### config.mk
export PLATFORM = sky130hd
export DESIGN_NAME = clk_div_monitor
export DESIGN_NICKNAME = d
export VERILOG_FILES = /design/src/rtl/clk_div_monitor.sv
export SDC_FILE = /design/constraint.sdc
export NUM_CORES = 1
export LEC_CHECK = 0
export BUFFER_PORTS_ARGS = -buffer_cell sky130_fd_sc_hd__buf_2
export CELL_PAD_IN_SITES_DETAIL_PLACEMENT = 0
export CELL_PAD_IN_SITES_GLOBAL_PLACEMENT = 2
export CORE_MARGIN = 1.5
export CORE_UTILIZATION = 34
export CTS_BUF_LIST = sky130_fd_sc_hd__clkbuf_2
export DETAILED_ROUTE_END_ITERATION = 12
export GPL_TIMING_DRIVEN = 0
export PLACE_DENSITY_LB_ADDON = 0.15
export SLEW_MARGIN = 20
export SYNTH_ARGS = -nofsm -noshare
export SYNTH_HDL_FRONTEND = slang
export SYNTH_SLANG_ARGS = --single-unit
### constraint.sdc
create_clock -name i_clk -period 2.52 [get_ports i_clk]
set_input_delay 0.756 -clock i_clk [delete_from_list [all_inputs] [get_ports i_clk]]
set_output_delay 0.756 -clock i_clk [all_outputs]
set_load 0.02 [all_outputs]
### src/rtl/clk_div_monitor.sv
// Receive-side monitor for a divided clock: synchronises it, measures half and
// full periods in i_clk cycles and reports lock / error status.
module clk_div_monitor #(
    parameter int P_CLK_DIV_CNT = 2,
    parameter int P_LOCK_CNT    = 4,
    parameter int P_TOL         = 0
) (
    input  logic        i_clk,
    input  logic        i_rst,
    input  logic        i_en,
    input  logic        i_clk_div,
    output logic        o_edge,
    output logic [15:0] o_period,
    output logic        o_period_valid,
    output logic        o_locked,
    output logic        o_err
);

    localparam int EXP = P_CLK_DIV_CNT / 2;
    localparam int HI  = EXP + P_TOL;
    localparam int LO  = (EXP > P_TOL) ? (EXP - P_TOL) : 1;

    localparam logic [16:0] HL_LO  = 17'(LO);
    localparam logic [16:0] HL_HI  = 17'(HI);
    localparam logic [15:0] TMO    = 16'(HI);
    localparam logic [7:0]  LOCK_N = 8'(P_LOCK_CNT);

    localparam logic [1:0] S_IDLE   = 2'd0;
    localparam logic [1:0] S_ACQ    = 2'd1;
    localparam logic [1:0] S_CHECK  = 2'd2;
    localparam logic [1:0] S_LOCKED = 2'd3;

    logic        s1_q, s2_q, s3_q;
    logic [1:0]  state_q, state_d;
    logic [15:0] hcnt_q, hcnt_d;
    logic [15:0] pcnt_q, pcnt_d;
    logic [7:0]  good_q, good_d;
    logic        seen_q, seen_d;
    logic        edge_q, edge_d;
    logic [15:0] period_q, period_d;
    logic        pval_q, pval_d;
    logic        err_q, err_d;

    logic        edge_w, rise_w, active, hsat, psat, good_hl, tmo;
    logic [16:0] hl;

    always_comb begin
        edge_w  = s2_q ^ s3_q;
        rise_w  = s2_q & ~s3_q;
        active  = i_en && (state_q != S_IDLE);
        hsat    = &hcnt_q;
        psat    = &pcnt_q;
        hl      = {1'b0, hcnt_q} + 17'd1;
        // a saturated half counter can never be a good half
        good_hl = !hsat && (hl >= HL_LO) && (hl <= HL_HI);
        tmo     = ((state_q == S_CHECK) || (state_q == S_LOCKED))
                  && !edge_w && (hcnt_q == TMO);

        state_d  = state_q;
        hcnt_d   = hcnt_q;
        pcnt_d   = pcnt_q;
        good_d   = good_q;
        seen_d   = seen_q;
        period_d = period_q;
        edge_d   = 1'b0;
        pval_d   = 1'b0;
        err_d    = 1'b0;

        if (!active) begin
            hcnt_d  = '0;
            pcnt_d  = '0;
            good_d  = '0;
            seen_d  = 1'b0;
            state_d = i_en ? S_ACQ : S_IDLE;
        end else begin
            hcnt_d = edge_w ? 16'd0 : (hsat ? hcnt_q : hcnt_q + 16'd1);
            pcnt_d = rise_w ? 16'd0 : (psat ? pcnt_q : pcnt_q + 16'd1);
            edge_d = edge_w;
            if (rise_w) begin
                seen_d = 1'b1;
                if (seen_q) begin
                    period_d = psat ? 16'hFFFF : pcnt_q + 16'd1;
                    pval_d   = 1'b1;
                end
            end
            if (tmo) begin
                err_d   = 1'b1;
                good_d  = '0;
                state_d = S_ACQ;
            end else if (edge_w) begin
                case (state_q)
                    S_ACQ: begin
                        good_d  = '0;
                        state_d = S_CHECK;
                    end
                    S_CHECK: begin
                        if (good_hl) begin
                            good_d = good_q + 8'd1;
                            if (good_q + 8'd1 == LOCK_N)
                                state_d = S_LOCKED;
                        end else begin
                            err_d  = 1'b1;
                            good_d = '0;
                        end
                    end
                    S_LOCKED: begin
                        if (!good_hl) begin
                            err_d   = 1'b1;
                            good_d  = '0;
                            state_d = S_CHECK;
                        end
                    end
                    default: ;
                endcase
            end
        end
    end

    always_ff @(posedge i_clk) begin
        if (!i_rst) begin
            s1_q     <= 1'b0;
            s2_q     <= 1'b0;
            s3_q     <= 1'b0;
            state_q  <= S_IDLE;
            hcnt_q   <= '0;
            pcnt_q   <= '0;
            good_q   <= '0;
            seen_q   <= 1'b0;
            edge_q   <= 1'b0;
            period_q <= '0;
            pval_q   <= 1'b0;
            err_q    <= 1'b0;
        end else begin
            s1_q     <= i_clk_div;
            s2_q     <= s1_q;
            s3_q     <= s2_q;
            state_q  <= state_d;
            hcnt_q   <= hcnt_d;
            pcnt_q   <= pcnt_d;
            good_q   <= good_d;
            seen_q   <= seen_d;
            edge_q   <= edge_d;
            period_q <= period_d;
            pval_q   <= pval_d;
            err_q    <= err_d;
        end
    end

    assign o_edge         = edge_q;
    assign o_period       = period_q;
    assign o_period_valid = pval_q;
    assign o_locked       = (state_q == S_LOCKED);
    assign o_err          = err_q;

endmodule

**Word level (Yosys, flattened, before mapping)**

Cells that the tools add are included.

- Bits of input ports: 4
- Flip-flop bits (word level): 65

- Eq/ne operators: 11
- Magnitude comparators: 2
- Mux-type cells: 17
- Bitwise operators: 5
- Add/sub/neg operators: 4
- Reduce and logical (&&, ||, !) cells: 21

Operators by type and width:

| cell | count |
|---|---|
| 16-bit by 1-bit adder with 16-bit output, second input constant | 2 |
| 16-bit AND reduction | 2 |
| 8-bit one-hot mux with 3 select lines | 1 |
| 16-bit by 1-bit adder with 17-bit output, second input constant | 1 |
| 17-bit by 1-bit >= comparator with 1-bit output, second input constant | 1 |
| 17-bit by 1-bit less-or-equal comparator with 1-bit output, second input constant | 1 |
| 16-bit by 1-bit == test with 1-bit output, second input constant | 1 |
| 16-bit two-way mux | 1 |
| 8-bit two-way mux | 2 |
| 2-bit two-way mux | 6 |
| 3-bit AND reduction | 3 |
| 3-bit OR reduction | 3 |
| 8-bit by 1-bit adder with 8-bit output, second input constant | 1 |
| 8-bit by 3-bit == test with 1-bit output, second input constant | 1 |
| 4-bit by 3-bit != test with 1-bit output, second input constant | 2 |
| 1-bit two-way mux | 6 |
| 2-bit one-hot mux with 3 select lines | 1 |
| 1-bit logical AND | 5 |
| 5-bit by 2-bit != test with 1-bit output, second input constant | 1 |
| 5-bit AND reduction | 1 |
| 2-bit == test, second input constant | 2 |
| 4-bit != test, second input constant | 1 |
| 3-bit by 2-bit != test with 1-bit output, second input constant | 1 |
| 1-bit NOT | 3 |
| 10 further kinds | 11 |

**Depth between registers and ports, before layout**

- Word-level depth: 9
- Gate-level depth with buffers: 9
- Mapped depth without buffers: 9

**Least setup slack after synthesis**

Ideal clock, no wire load.

- Path kind: register to register
- Start: register hcnt_q[0]
- End: register good_q[1]
- Slack: 0.153 ns
- Cell stages (with the launch flop): 9
- Data arrival time: 2.307 ns
- Cells stage by stage: dfxtp_1 > ha_1 > nand4_1 > nor3_1 > nand3_1 > o31ai_1 > nand4_4 > o31ai_4 > a22o_1

- Cells in the longest elaborated chain, start to end: 6
- Elaborated cells on any way between the ends: 14
- Classes of those cells: add/sub: 1; order compare: 2; eq/ne: 2; mux: 2; reduce/logical: 7

Ends and longest elaborated chain:

| item | RTL line | source |
|---|---|---|
| start: declaration | 35 | `logic [15:0] hcnt_q, hcnt_d;` |
| start signal: assignment | 138 | `hcnt_q <= hcnt_d;` |
| 16-bit by 1-bit adder with 17-bit output or 16-bit AND reduction (tied branches) | 53, 51 |  |
| 17-bit by 1-bit >= comparator with 1-bit output or 1-bit logical NOT (tied branches) | 55 | `good_hl = !hsat && (hl >= HL_LO) && (hl <= HL_HI);` |
| 1-bit logical AND (2 in a row) | 55 |  |
| 8-bit two-way mux or 2-bit != test (tied branches) | n/a |  |
| 8-bit one-hot mux with 3 select lines or 3-bit AND reduction (tied branches) | n/a |  |
| end signal: assignment | 140 | `good_q <= good_d;` |
| end: declaration | 37 | `logic [7:0] good_q, good_d;` |

Parallel ways exist; a longest one is shown, timed or not.
A chain may end at the register's enable or synchronous reset.

**Final worst setup path**

- Start: register hcnt_q[0]
- End: register good_q[5]

The elaborated chain is that of the path after synthesis.

==> results.tsv <==
metric	value	unit
status	finished, final reports clean	
finalSetupTns	0	ns
drc_errors	0	
slew_violations	0	
gp_congestion	0.7944	
post-dp-hpwl	5138	um
synth_fp_nets	386	
wl_per_cell	13.87	um
track_usage	15.54	%
finalSetupViolCount	0	
critPathRequiredTime	2.99	ns
synth_top_area_share	41.29	%
cts_made_buffers	9	
final_common_cell	nor2_1	
syn_area	3152	um^2
ctsRootBufferMaster	clkbuf_2	
seq_area	1309	um^2
grt_use_met1	22.37	%
period_share	96.03	%
worstPathArrival	2.89	ns
grt_max_degree	11	
grtUsageMet2	22.39	%
mostFrequentLayoutCells	65 x nor2_1, 63 x dfxtp_1, 30 x buf_2, 27 x nand2_1, 21 x a21oi_1	
row_count	34	
synth-edff-count	0	
seqPwrFrac	66.0	%
ir_drop	0.1555	mV
cts_sinks	65	
fin_crit	2.420	ns
worstMarginPinSlew	0.5561	ns
hp-class	in2reg	
cap_violations	0	
pwr-share-comb	2.8	%
synthArstFlopShare	0	%
fmax	413.2	MHz
worstSkewPairLatency	0.50	ns
synth.ff_latch_count	65	
yosys_warnings	0	
io_buffers	23	
yosys-top-cells-area	dfxtp_1 41%, nor2_1 7.7%, xnor2_1 3.9%	
n_antenna_cell	0	
busiest_layer	met2	
grt_first_pass_wirelength	12160	um
hold_ws	0.4530	ns
io_pins	24	
fillers	958	
path_clk_slew	0.19	ns
detail_route.first_pass.iterations	4	
syn_avg_cell_area	8.405	um^2
multi_input_area	1782	um^2
die_h	99.28	um
power	1.567	mW
cts_max_path_buffers	2	
power.density	436.1	nW/um^2
core_area	8848	um^2
cts_tree	yes	
synth_top_flop_cell	dfxtp_1	
finClkSkew	0.02447	ns
syn2layout_area_growth	14.05	%
switching_share	25.71	%
clock_power_share	31.2	%
critPathLaunchType	register	
ant_nets	0	
syn_inst	375	
worstSetupPathType	reg2reg	
yosysSeqAreaShare	41.29	%
hold_violations	0	
htreeDepth	3	
cellInternalPower	1.165	mW
die_x	99.28	um
slew_headroom	62.93	%
num-nets-final	426	
end_kind	register	
antenna_found_initial	0	
final_layout_size_suffix_gt1_share	17.18	%
vias	2690	
vias_per_cell	5.104	
grt_pass1_vias	2443	
routed_wl	7308	um
synth_cell_types	50	
gr-usage-met3	4.216	%
dieArea	9857	um^2
yosysTopAreaCell	dfxtp_1	
p_sw	0.4029	mW
cp_max_fo	7	
grt_remaining_overflow	0	
drtIter0Drc	113	
initial_core_util	35.62	%
ctsHoldBuffers	0	
power_leakage	1.425	nW
==> power by group through the flow <==
stage          clock, mW  combinational [mW]  sequential, mW
3_5_place_dp           0              0.0397            1.06
3_3_place_gp           0              0.0400            1.06
5_1_grt            0.562              0.0496            1.04
6_report           0.488              0.0440            1.04
2_1_floorplan          0              0.0256            1.06
4_1_cts            0.522              0.0417            1.04
==> kinds of logic after synthesis <==
group,count (synthesis),synth area share (%)
compound gates,66,14.45
flops,65,41.29
simple gates,176,28.46
fa+ha+maj,7,2.779
xor+xnor,27,7.503
mux,5,1.667
buf+inv,29,3.851
==> final timing paths <==
check / startpoint / end / slack (ns) / cells after the start
worst max-delay path: hcnt_q[0] / good_q[5] / 0.10 / 8
worst min-delay path: i_clk_div / s1_q / 0.45 / 2
worst max register to register: hcnt_q[0] / good_q[5] / 0.10 / 8
worst min register to register: s1_q / s2_q / 0.47 / 1
==> synth_stat cells (2+ instances only) <==
master,count
inv_1,10
xnor2_1,14
or3_1,4
xor2_1,13
and2_1,6
ha_1,7
nor3b_1,2
a21oi_1,21
a31oi_1,4
nor2b_1,2
a211oi_1,11
and3_1,9
or2_2,4
dfxtp_1,65
and4_1,5
nor4_1,4
o21ai_0,10
a2111oi_0,4
nand2_1,27
nand2b_1,3
nand3_1,18
nor3_1,9
nand4_1,9
a21o_1,4
buf_2,7
nor2_1,65
mux2i_1,3
a22o_1,4
clkbuf_1,10
==> routing by layer <==
metal  vias to the layer above  wire length, um  part of all wire, %
met4                         0              100                  1.4
met1                      1236             3929                   54
met5                         -                0                    0
met2                        40             3009                   41
li1                       1403                -                    -
met3                        11              268                  3.7
==> registers in the layout, summed over array words and instances, names as in the netlist <==
| name | cells |
|---|---|
| state_q | 2 |
| seen_q | 1 |
| o_period_valid | 1 |
| o_err | 1 |
| s3_q | 1 |
| o_period | 16 |
| s2_q | 1 |
| hcnt_q | 16 |
| o_edge | 1 |
| s1_q | 1 |
| pcnt_q | 16 |
| good_q | 8 |
==> repair_timing <==
action,CTS,global route
setup endpoints to repair,10,15
pin swaps,2,4
resized for setup,6,10
buffers inserted,1,5
==> layout make-up <==
class / instances / area share [%]
Clock inverter: 5 / 0.6613
Buffer: 18 / 2.262
Clock buffer: 10 / 1.392
Sequential cell: 65 / 36.41
Tap cell: 108 / 3.759
Multi-Input combinational cell: 281 / 49.56
Timing Repair Buffer: 29 / 4.803
Inverter: 11 / 1.149
==> metrics by stage <==
stage                     utilization (%)  setup slack (ns)  instance area, um^2  std cells
after global placement              38.45           -0.4855                 3402        506
after detailed placement            38.45           -0.4291                 3402        506
after CTS                           39.72           0.01280                 3515        522
after floorplan                         -            0.1534                 3152        375
final                               40.63            0.1001                 3595        527
after global routing                40.63          -0.04968                 3595        527
==> critical path, cell delays in order (launching register included) <==
cell and delay, ns:
dfxtp_4 0.42, buf_4 0.14, nand2_4 0.09, xnor2_1 0.14
or3_4 0.37, a2111oi_4 0.40, nand4_4 0.21, a2111oi_1 0.51
a21o_1 0.12
No activity file was read; power rests on OpenSTA's default activity.
